File: config.mk
export PLATFORM = sky130hd
export DESIGN_NAME = risc_control_unit
export DESIGN_NICKNAME = d
export VERILOG_FILES = /design/src/rtl/risc_pkg.sv /design/src/rtl/risc_ctrl_decode.sv /design/src/rtl/risc_control_unit.sv
export SDC_FILE = /design/constraint.sdc
export NUM_CORES = 1
export LEC_CHECK = 0
export CORE_MARGIN = 2
export CORE_UTILIZATION = 35
export CTS_CLUSTER_SIZE = 30
export DETAILED_ROUTE_END_ITERATION = 12
export PLACE_DENSITY = 0.79
export SYNTH_ARGS = -nofsm -noshare
export SYNTH_HDL_FRONTEND = slang
export SYNTH_SLANG_ARGS = --single-unit
File: constraint.sdc
create_clock -name clk -period 1.1 [get_ports clk]
set_input_delay 0.11 -clock clk [delete_from_list [all_inputs] [get_ports clk]]
set_output_delay 0.11 -clock clk [all_outputs]
set_load 0.01 [all_outputs]
File: src/rtl/risc_pkg.sv
// Shared definitions for the 8-bit RISC datapath: opcodes, control FSM states and bus select codes.
// Used by both the control unit and the ALU.
package risc_pkg;

    localparam int WORD_WIDTH  = 8;
    localparam int OPCODE_SIZE = 4;
    localparam int SEL1_SIZE   = 3;
    localparam int SEL2_SIZE   = 2;

    localparam logic [OPCODE_SIZE-1:0] OP_NOP = 4'd0;
    localparam logic [OPCODE_SIZE-1:0] OP_ADD = 4'd1;
    localparam logic [OPCODE_SIZE-1:0] OP_SUB = 4'd2;
    localparam logic [OPCODE_SIZE-1:0] OP_AND = 4'd3;
    localparam logic [OPCODE_SIZE-1:0] OP_NOT = 4'd4;
    localparam logic [OPCODE_SIZE-1:0] OP_RD  = 4'd5;
    localparam logic [OPCODE_SIZE-1:0] OP_WR  = 4'd6;
    localparam logic [OPCODE_SIZE-1:0] OP_BR  = 4'd7;
    localparam logic [OPCODE_SIZE-1:0] OP_BRZ = 4'd8;

    localparam logic [SEL1_SIZE-1:0] SEL1_PC   = 3'd4;

    localparam logic [SEL2_SIZE-1:0] SEL2_ALU  = 2'd0;
    localparam logic [SEL2_SIZE-1:0] SEL2_BUS1 = 2'd1;
    localparam logic [SEL2_SIZE-1:0] SEL2_MEM  = 2'd2;

    typedef enum logic [3:0] {
        S_IDLE = 4'd0,
        S_FET1 = 4'd1,
        S_FET2 = 4'd2,
        S_DEC  = 4'd3,
        S_EX1  = 4'd4,
        S_RD1  = 4'd5,
        S_RD2  = 4'd6,
        S_WR1  = 4'd7,
        S_WR2  = 4'd8,
        S_BR1  = 4'd9,
        S_BR2  = 4'd10,
        S_HALT = 4'd11
    } state_t;

endpackage

File: src/rtl/risc_ctrl_decode.sv
// Combinational next-state and control decode for the RISC control FSM.
// Every control is a pure function of the current state, the IR contents and the zero flag.
import risc_pkg::*;

module risc_ctrl_decode (
    input  state_t      state,
    input  logic [7:0]  instruction,
    input  logic        zflag,
    output state_t      next_state,
    output logic [3:0]  alu_select,
    output logic [3:0]  load_reg,
    output logic        load_pc,
    output logic        inc_pc,
    output logic        load_ir,
    output logic        load_add_r,
    output logic        load_reg_y,
    output logic        load_reg_z,
    output logic [2:0]  sel_bus_1,
    output logic [1:0]  sel_bus_2,
    output logic        write,
    output logic        halted
);

    logic [3:0] opcode;
    logic [1:0] src;
    logic [1:0] dest;
    logic [3:0] dest_onehot;

    assign opcode      = instruction[7:4];
    assign src         = instruction[3:2];
    assign dest        = instruction[1:0];
    assign dest_onehot = 4'b0001 << dest;

    always_comb begin
        next_state = S_IDLE;
        alu_select = OP_NOP;
        load_reg   = 4'b0000;
        load_pc    = 1'b0;
        inc_pc     = 1'b0;
        load_ir    = 1'b0;
        load_add_r = 1'b0;
        load_reg_y = 1'b0;
        load_reg_z = 1'b0;
        sel_bus_1  = 3'd0;
        sel_bus_2  = 2'd0;
        write      = 1'b0;
        halted     = 1'b0;

        case (state)
            S_IDLE: next_state = S_FET1;
            S_FET1: begin
                sel_bus_1  = SEL1_PC;
                sel_bus_2  = SEL2_BUS1;
                load_add_r = 1'b1;
                inc_pc     = 1'b1;
                next_state = S_FET2;
            end
            S_FET2: begin
                sel_bus_2  = SEL2_MEM;
                load_ir    = 1'b1;
                next_state = S_DEC;
            end
            S_DEC: begin
                case (opcode)
                    OP_NOP: next_state = S_FET1;
                    OP_ADD, OP_SUB, OP_AND: begin
                        sel_bus_1  = {1'b0, src};
                        sel_bus_2  = SEL2_BUS1;
                        load_reg_y = 1'b1;
                        next_state = S_EX1;
                    end
                    OP_NOT: begin
                        alu_select = OP_NOT;
                        sel_bus_1  = {1'b0, src};
                        sel_bus_2  = SEL2_ALU;
                        load_reg   = dest_onehot;
                        load_reg_z = 1'b1;
                        next_state = S_FET1;
                    end
                    OP_RD, OP_WR, OP_BR: begin
                        sel_bus_1  = SEL1_PC;
                        sel_bus_2  = SEL2_BUS1;
                        load_add_r = 1'b1;
                        inc_pc     = 1'b1;
                        next_state = (opcode == OP_RD) ? S_RD1 :
                                     (opcode == OP_WR) ? S_WR1 : S_BR1;
                    end
                    OP_BRZ: begin
                        // Not-taken BRZ still has to step the PC past its address byte.
                        inc_pc = 1'b1;
                        if (zflag) begin
                            sel_bus_1  = SEL1_PC;
                            sel_bus_2  = SEL2_BUS1;
                            load_add_r = 1'b1;
                            next_state = S_BR1;
                        end else begin
                            next_state = S_FET1;
                        end
                    end
                    default: next_state = S_HALT;
                endcase
            end
            S_EX1: begin
                alu_select = opcode;
                sel_bus_1  = {1'b0, dest};
                sel_bus_2  = SEL2_ALU;
                load_reg   = dest_onehot;
                load_reg_z = 1'b1;
                next_state = S_FET1;
            end
            S_RD1, S_WR1, S_BR1: begin
                sel_bus_2  = SEL2_MEM;
                load_add_r = 1'b1;
                next_state = (state == S_RD1) ? S_RD2 :
                             (state == S_WR1) ? S_WR2 : S_BR2;
            end
            S_RD2: begin
                sel_bus_2  = SEL2_MEM;
                load_reg   = dest_onehot;
                next_state = S_FET1;
            end
            S_WR2: begin
                sel_bus_1  = {1'b0, src};
                write      = 1'b1;
                next_state = S_FET1;
            end
            S_BR2: begin
                sel_bus_2  = SEL2_MEM;
                load_pc    = 1'b1;
                next_state = S_FET1;
            end
            S_HALT: begin
                halted     = 1'b1;
                next_state = S_HALT;
            end
            default: next_state = S_IDLE;
        endcase
    end

endmodule

File: src/rtl/risc_control_unit.sv
// Multi-cycle fetch/decode/execute controller for the 8-bit RISC datapath.
// Holds only the state register; all controls come from the combinational decoder.
import risc_pkg::*;

module risc_control_unit (
    input  logic        clk,
    input  logic        rst_n,
    input  logic [7:0]  instruction,
    input  logic        zflag,
    output logic [3:0]  alu_select,
    output logic [3:0]  load_reg,
    output logic        load_pc,
    output logic        inc_pc,
    output logic        load_ir,
    output logic        load_add_r,
    output logic        load_reg_y,
    output logic        load_reg_z,
    output logic [2:0]  sel_bus_1,
    output logic [1:0]  sel_bus_2,
    output logic        write,
    output logic        halted
);

    state_t state_q;
    state_t state_d;

    always_ff @(posedge clk or negedge rst_n) begin
        if (!rst_n) begin
            state_q <= S_IDLE;
        end else begin
            state_q <= state_d;
        end
    end

    risc_ctrl_decode u_decode (
        .state       (state_q),
        .instruction (instruction),
        .zflag       (zflag),
        .next_state  (state_d),
        .alu_select  (alu_select),
        .load_reg    (load_reg),
        .load_pc     (load_pc),
        .inc_pc      (inc_pc),
        .load_ir     (load_ir),
        .load_add_r  (load_add_r),
        .load_reg_y  (load_reg_y),
        .load_reg_z  (load_reg_z),
        .sel_bus_1   (sel_bus_1),
        .sel_bus_2   (sel_bus_2),
        .write       (write),
        .halted      (halted)
    );

endmodule
==> results.py, run 1 <==
metrics = {
    "outcome": {
        "status": "finished with violations",
        "violations": "setup timing",
    },
    "logic_synthesis": {
        "synth.most_common_cell": "nor2_1",
        "ys_async_sr_fraction_pct": 100,
        "syn_area_per_cell_sq_um": 7.51,
        "synth_top_family_by_area": "simple AND/OR/NAND/NOR gates",
        "synthAdderAreaFrac_pct": 0,
        "ys_warn_count": 0,
        "seq_area_frac_synth_pct": 15.5,
        "synth_seq_cells": 4,
        "synth_top_cell_by_area": "dfrtp_1",
        "synth_top_flop_cell": "dfrtp_1",
        "synthesis.area_sq_um": 646,
        "synth_xor_area_share_pct": 0,
        "synthMuxAreaShare_pct": 0,
        "ys_types": 36,
        "synth_nets": 97,
        "synthTopCellsByCount": "9 x nor2_1, 7 x buf_2, 6 x nand2_1, 6 x nor2b_1",
        "synth_compound_area_share_pct": 30.0,
        "synth_top_area_share_pct": 15.5,
        "synth_edf_count": 0,
        "postSynthCellCount": 86,
        "yosys.area_share.simple_pct": 45.5,
        "yosys-top-cells-area": "dfrtp_1 16%, nor2b_1 5.8%, a22o_1 5.4%, buf_2 5.4%, nor2_1 5.2%",
    },
    "timing": {
        "finalClockSkew_ns": 0.0122,
        "finalCritPeriodShare_pct": 164,
        "finalHoldViolCount": 0,
        "maxSlewHeadroom_pct": 78.6,
        "setup-violations-final": 25,
        "fin_setup_tns_ns": -13.54,
        "tightest_slew_ns": 0.321,
        "final.min_clock_period_ns": 1.81,
        "finalMaxSlewViolations": 0,
        "post-route-worst-setup-slack_ns": -0.705,
        "rsz0062_at_grt": "true",
        "fmax_mhz": 554,
    },
    "final_layout": {
        "nNetsFinal": 172,
        "drive_above_1_share_pct": 71.9,
        "n_antenna_cell": 0,
        "regArea_sq_um": 103,
        "multiInputGateArea_sq_um": 768,
        "final_area_sq_mm": 0.00165,
        "nFillCells": 46,
        "area_growth_pct": 155,
        "largest_reg_flops": 4,
        "reg.largest.list": "state_q: 4 flops",
        "regMostFlops": "state_q",
    },
    "power": {
        "ir_worst_vdd_uv": 2070,
        "netSwitchingFraction_pct": 47.9,
        "p_seq_share_pct": 8.8,
        "p_clk_share_pct": 5.4,
        "p_switching_uw": 1950,
        "pwr-share-comb_pct": 85.8,
        "p_leak_uw": 0.000744,
        "power_density_mw_per_mm2": 2470,
        "internal-power_uw": 2120,
    },
    "grt": {
        "grt_pass1_vias": 1095,
        "grt_pass1_wl_mm": 5.17,
        "overflow": 0,
        "antenna_found_initial": 0,
        "grt_usage_pct": 34.3,
        "grt_max_degree": 15,
    },
    "critical_path": {
        "cp_cell_sequence": "nor4b_4 > a22oi_2 > buf_4 > nor3b_2 > buf_2",
        "critPathTopFamily": "flip-flops",
        "critPathKind": "register to primary output",
        "critPathLaunchType": "register",
        "worstPathArrival_ns": 1.70,
        "crit_fanout": 4,
        "cp_num_buf_inv": 2,
        "required_ns": 0.99,
        "cpPeakStageDelay_ns": 0.49,
        "critPathCaptureType": "primary output",
        "cp_slowest_cell": "dfrtp_2",
    },
    "die": {
        "start_util_pct": 37.4,
        "io_pins": 32,
        "fp.dieW_microns": 47.0,
        "core-area_sq_mm": 0.00173,
        "die_y_microns": 47.0,
        "dieArea_sq_mm": 0.00220,
        "rows": 15,
    },
    "worst_hold_path": {
        "hold_path_class": "input pin to asynchronous set/reset pin",
    },
    "placed_design": {
        "place.gp.congestion": 0.857,
        "io_buffers": 31,
        "post-dp-hpwl_mm": 2.10,
        "placed_cell_area_sq_mm": 0.00124,
    },
    "clock_network": {
        "numCtsBuffers": 3,
        "path_clk_slew_ns": 0.05,
        "clock_latency_ns": 0.25,
        "postCtsHoldBufs": 0,
        "clockBufferDepth": 2,
        "cts_sinks": 4,
        "cts_tree": "yes",
        "root_buffer": "clkbuf_4",
        "htreeDepth": 1,
    },
    "routing": {
        "drt-met1-wl_mm": 1.56,
        "drtIter0Drc": 123,
        "wirelength_mm": 4.74,
        "detail-route-antenna-nets": 0,
        "routed-wl-met2_mm": 2.19,
        "vias_per_cell": 6.59,
        "vias": 1219,
        "met3_length_microns": 505,
        "first_pass_iters": 5,
        "drc_errors": 0,
        "route.top_layer_used": "met4",
        "wl_per_cell_microns": 25.6,
    },
    "job": {
        "cap_violations": 0,
    },
}
worst reg2reg max path, cell delays in order (launching register included):
cell,delay (ns)
dfrtp_1,0.41
buf_6,0.13
buf_6,0.12
buf_6,0.11
buf_8,0.14
nand2_4,0.07
buf_6,0.12
a2111o_1,0.30
o211ai_1,0.11
power groups by stage:
stage / sequential, uW / combinational (uW) / clock [uW]
after floorplan: 298 / 1180 / 0
after global placement: 309 / 2010 / 0
after detailed placement: 315 / 2080 / 0
after CTS: 330 / 2800 / 223
after global routing: 355 / 3600 / 234
final: 357 / 3500 / 221
per-layer routing:
metal	global-route usage [%]	vias to the layer above
li1	-	479
met2	60.3	125
met3	6.15	61
met5	0	-
met4	22.2	0
met1	37.4	554
repair_timing:
item,CTS,global route
setup endpoints to repair,25,25
endpoints found under the hold margin,0,0
cloned,0,0
gates resized for setup,137,24
buffers inserted,23,3
pin swaps,25,11
through the flow:
step	hold WS [ns]	setup WS, ns	std cells	power [uW]	util (%)
3_3_place_gp	0.327	-0.903	159	2310	71.8
5_1_grt	0.0714	-0.834	185	4190	95.4
6_report	0.0884	-0.705	185	4070	95.4
4_1_cts	0.0708	-0.621	184	3350	87.6
2_1_floorplan	-0.186	-0.168	86	1480	-
3_5_place_dp	0.333	-0.968	159	2390	71.8
cell usage in the layout, fill, tap and decap left out, types with 4 or more instances in the layout:
master	netlist	routed
buf_2	7	16
nor2b_4	0	4
clkdlybuf4s50_1	0	7
buf_4	2	24
nor2_2	0	4
a22o_1	4	4
buf_6	0	25
cell type report:
type,instances,share of cell area (%)
Tap cell,25,1.90
Multi-Input combinational cell,71,46.7
Inverter,2,0.912
Sequential cell,4,6.23
Timing Repair Buffer,79,42.7
Clock buffer,4,1.60
final timing paths:
check | startpoint | cells past startpoint | to | slack [ns]
min in group clk | instruction[5] | 4 | state_q[1] | 0.73
min reg2reg | state_q[0] | 3 | state_q[0] | 0.78
max in group asynchronous | rst_n | 1 | state_q[1] | 0.77
min | rst_n | 1 | state_q[2] | 0.09
max | state_q[3] | 5 | load_reg[2] | -0.71
max reg2reg | state_q[0] | 8 | state_q[3] | -0.51
logic make-up (layout without fill, tap and decap cells):
logic type / after synthesis / count (layout)
and+or+nand+nor: 46 / 46
buffers and inverters: 11 / 85
AOI/OAI and AO/OA: 25 / 25
DFF: 4 / 4
Power figures use the tool's default switching activity.
==> run 2, diff against run 1 <==
--- a/config.mk
+++ b/config.mk
@@ -5,7 +5,7 @@
 export SDC_FILE = /design/constraint.sdc
 export NUM_CORES = 1
 export LEC_CHECK = 0
-export CORE_MARGIN = 2
+export CORE_MARGIN = 5
 export CORE_UTILIZATION = 35
 export CTS_CLUSTER_SIZE = 30
 export DETAILED_ROUTE_END_ITERATION = 12
==> results.py, run 2 (same netlist as run 1, synthesis figures left out) <==
metrics = {
    "outcome": {
        "status": "finished with violations",
        "violations": "setup timing",
    },
    "timing": {
        "rsz0062_at_grt": "true",
        "finalHoldViolCount": 0,
        "maxSlewHeadroom_pct": 75.6,
        "finalClockSkew_ns": 0.000641,
        "fmax_mhz": 551,
        "tightest_slew_ns": 0.366,
        "final.min_clock_period_ns": 1.81,
        "post-route-worst-setup-slack_ns": -0.714,
        "finalCritPeriodShare_pct": 165,
        "setup-violations-final": 25,
        "finalMaxSlewViolations": 0,
    },
    "die": {
        "core-area_sq_mm": 0.00175,
        "die_y_microns": 53.0,
        "fp.dieW_microns": 53.0,
        "dieArea_sq_mm": 0.00280,
        "start_util_pct": 37.0,
        "rows": 15,
        "io_pins": 32,
    },
    "final_layout": {
        "regMostFlops": "state_q",
        "nNetsFinal": 179,
        "final_area_sq_mm": 0.00158,
        "nFillCells": 72,
        "largest_reg_flops": 4,
        "final_cell_mix": "39 x buf_4, 18 x buf_2, 14 x buf_6, 6 x clkdlybuf4s50_1, 5 x nor2_1",
        "drive_above_1_share_pct": 67.7,
        "reg.largest.list": "state_q: 4 flops",
        "area_growth_pct": 145,
        "final_common_cell": "buf_4",
        "n_antenna_cell": 0,
    },
    "critical_path": {
        "critPathKind": "register to primary output",
        "required_ns": 0.99,
        "cp_cell_sequence": "and4bb_2 > and4bb_1 > buf_4 > a22o_1 > buf_2",
        "critPathTopFamily": "simple AND/OR/NAND/NOR gates",
        "critPathCaptureType": "primary output",
        "r2r_slack_ns": -0.61,
        "crit_fanout": 4,
        "worstPathArrival_ns": 1.70,
        "cp_slowest_cell": "dfrtp_1",
        "critPathLaunchType": "register",
        "cp_num_buf_inv": 2,
        "cpPeakStageDelay_ns": 0.43,
    },
    "grt": {
        "overflow": 0,
        "grt_pass1_wl_mm": 5.09,
        "grt_usage_pct": 24.6,
        "grt_pass1_vias": 1069,
        "antenna_found_initial": 0,
        "grt_max_degree": 11,
    },
    "job": {
        "cap_violations": 0,
    },
    "routing": {
        "wirelength_mm": 4.18,
        "vias": 1159,
        "drc_errors": 0,
        "vias_per_cell": 6.04,
        "drtIter0Drc": 66,
        "detail-route-antenna-nets": 0,
        "wl_per_cell_microns": 21.8,
        "first_pass_iters": 5,
    },
    "placed_design": {
        "io_buffers": 31,
        "post-dp-hpwl_mm": 1.93,
        "placed_cell_area_sq_mm": 0.00124,
        "place.gp.congestion": 0.842,
    },
    "clock_network": {
        "root_buffer": "clkbuf_4",
        "clock_latency_ns": 0.25,
        "cts_tree": "yes",
        "htreeDepth": 1,
        "numCtsBuffers": 3,
        "clockBufferDepth": 2,
        "cts_sinks": 4,
        "path_clk_slew_ns": 0.04,
    },
    "worst_hold_path": {
        "hold_path_class": "input pin to asynchronous set/reset pin",
    },
    "power": {
        "ir_worst_vdd_uv": 2510,
        "power_uw": 3910,
        "power_density_mw_per_mm2": 2470,
        "p_leak_uw": 0.000753,
    },
}
[run 2: cell types whose count changed in the layout (fill, tap and decap cells not counted), moves of 2 or more]
cell     delta
nor3_2      +2
nor3_4      -2
buf_6      -11
nor2b_4     -3
buf_4      +15
nor2b_1     +2
buf_2       +2
nor2_1      +2
[run 2: cell type report]
class	count	area, sq um	share of cell area [%]
Clock buffer	4	26.3	1.66
Multi-Input combinational cell	71	681	43.0
Timing Repair Buffer	86	733	46.3
Sequential cell	4	101	6.40
Tap cell	25	31.3	1.98
Inverter	2	10.0	0.632
[run 2: per-layer routing]
metal	part of all wire, %	global-route usage (%)	vias up	routed length [microns]
met1	35	27.7	556	1480
li1	-	-	488	-
met5	0	0	-	0
met4	2.7	10.2	0	113
met2	54	46.3	98	2270
met3	7.6	2.25	17	319
[run 2: metrics by stage]
step,hold slack [ns],util (%),setup TNS (ns),setup WS (ns),instances
after global routing,0.0844,90.7,-14.31,-0.803,192
after CTS,0.0687,80.9,-10.78,-0.611,184
after floorplan,-0.186,-,-1.12,-0.168,86
after global placement,0.312,71.2,-16.83,-0.902,161
final,0.0614,90.7,-13.10,-0.714,192
after detailed placement,0.319,71.2,-17.33,-0.960,161
[run 2: worst reg2reg max path: cells and delay by family, from the launching register on]
| kind | cells | cell delay (ns) |
|---|---|---|
| AO/OA/AOI/OAI | 2 | 0.47 |
| buffers and inverters | 4 | 0.54 |
| flip-flops | 1 | 0.46 |
| AND/OR/NAND/NOR | 1 | 0.15 |
[run 2: repair_timing]
item,CTS,global route
cloned,1,0
hold buffers,0,0
pin swaps,10,9
resized for setup,111,22
setup endpoints to repair,25,25
setup buffers,18,8
[run 2: path summary, 6_finish.rpt]
| check | from | end | cells past startpoint |
|---|---|---|---|
| setup / recovery | state_q[2] | sel_bus_1[1] | 5 |
| hold / removal | rst_n | state_q[2] | 1 |
| max in group asynchronous | rst_n | state_q[3] | 1 |
| hold reg to reg | state_q[0] | state_q[0] | 3 |
| setup reg to reg | state_q[3] | state_q[3] | 7 |
| min in group clk | instruction[7] | state_q[0] | 4 |
[run 2: power breakdown]
part / switching [uW] / internal, uW / total [uW]
logic: 1550 / 1830 / 3380
clock network: 85.0 / 138 / 223
registers: 88.9 / 217 / 306
total: 1720 / 2190 / 3910
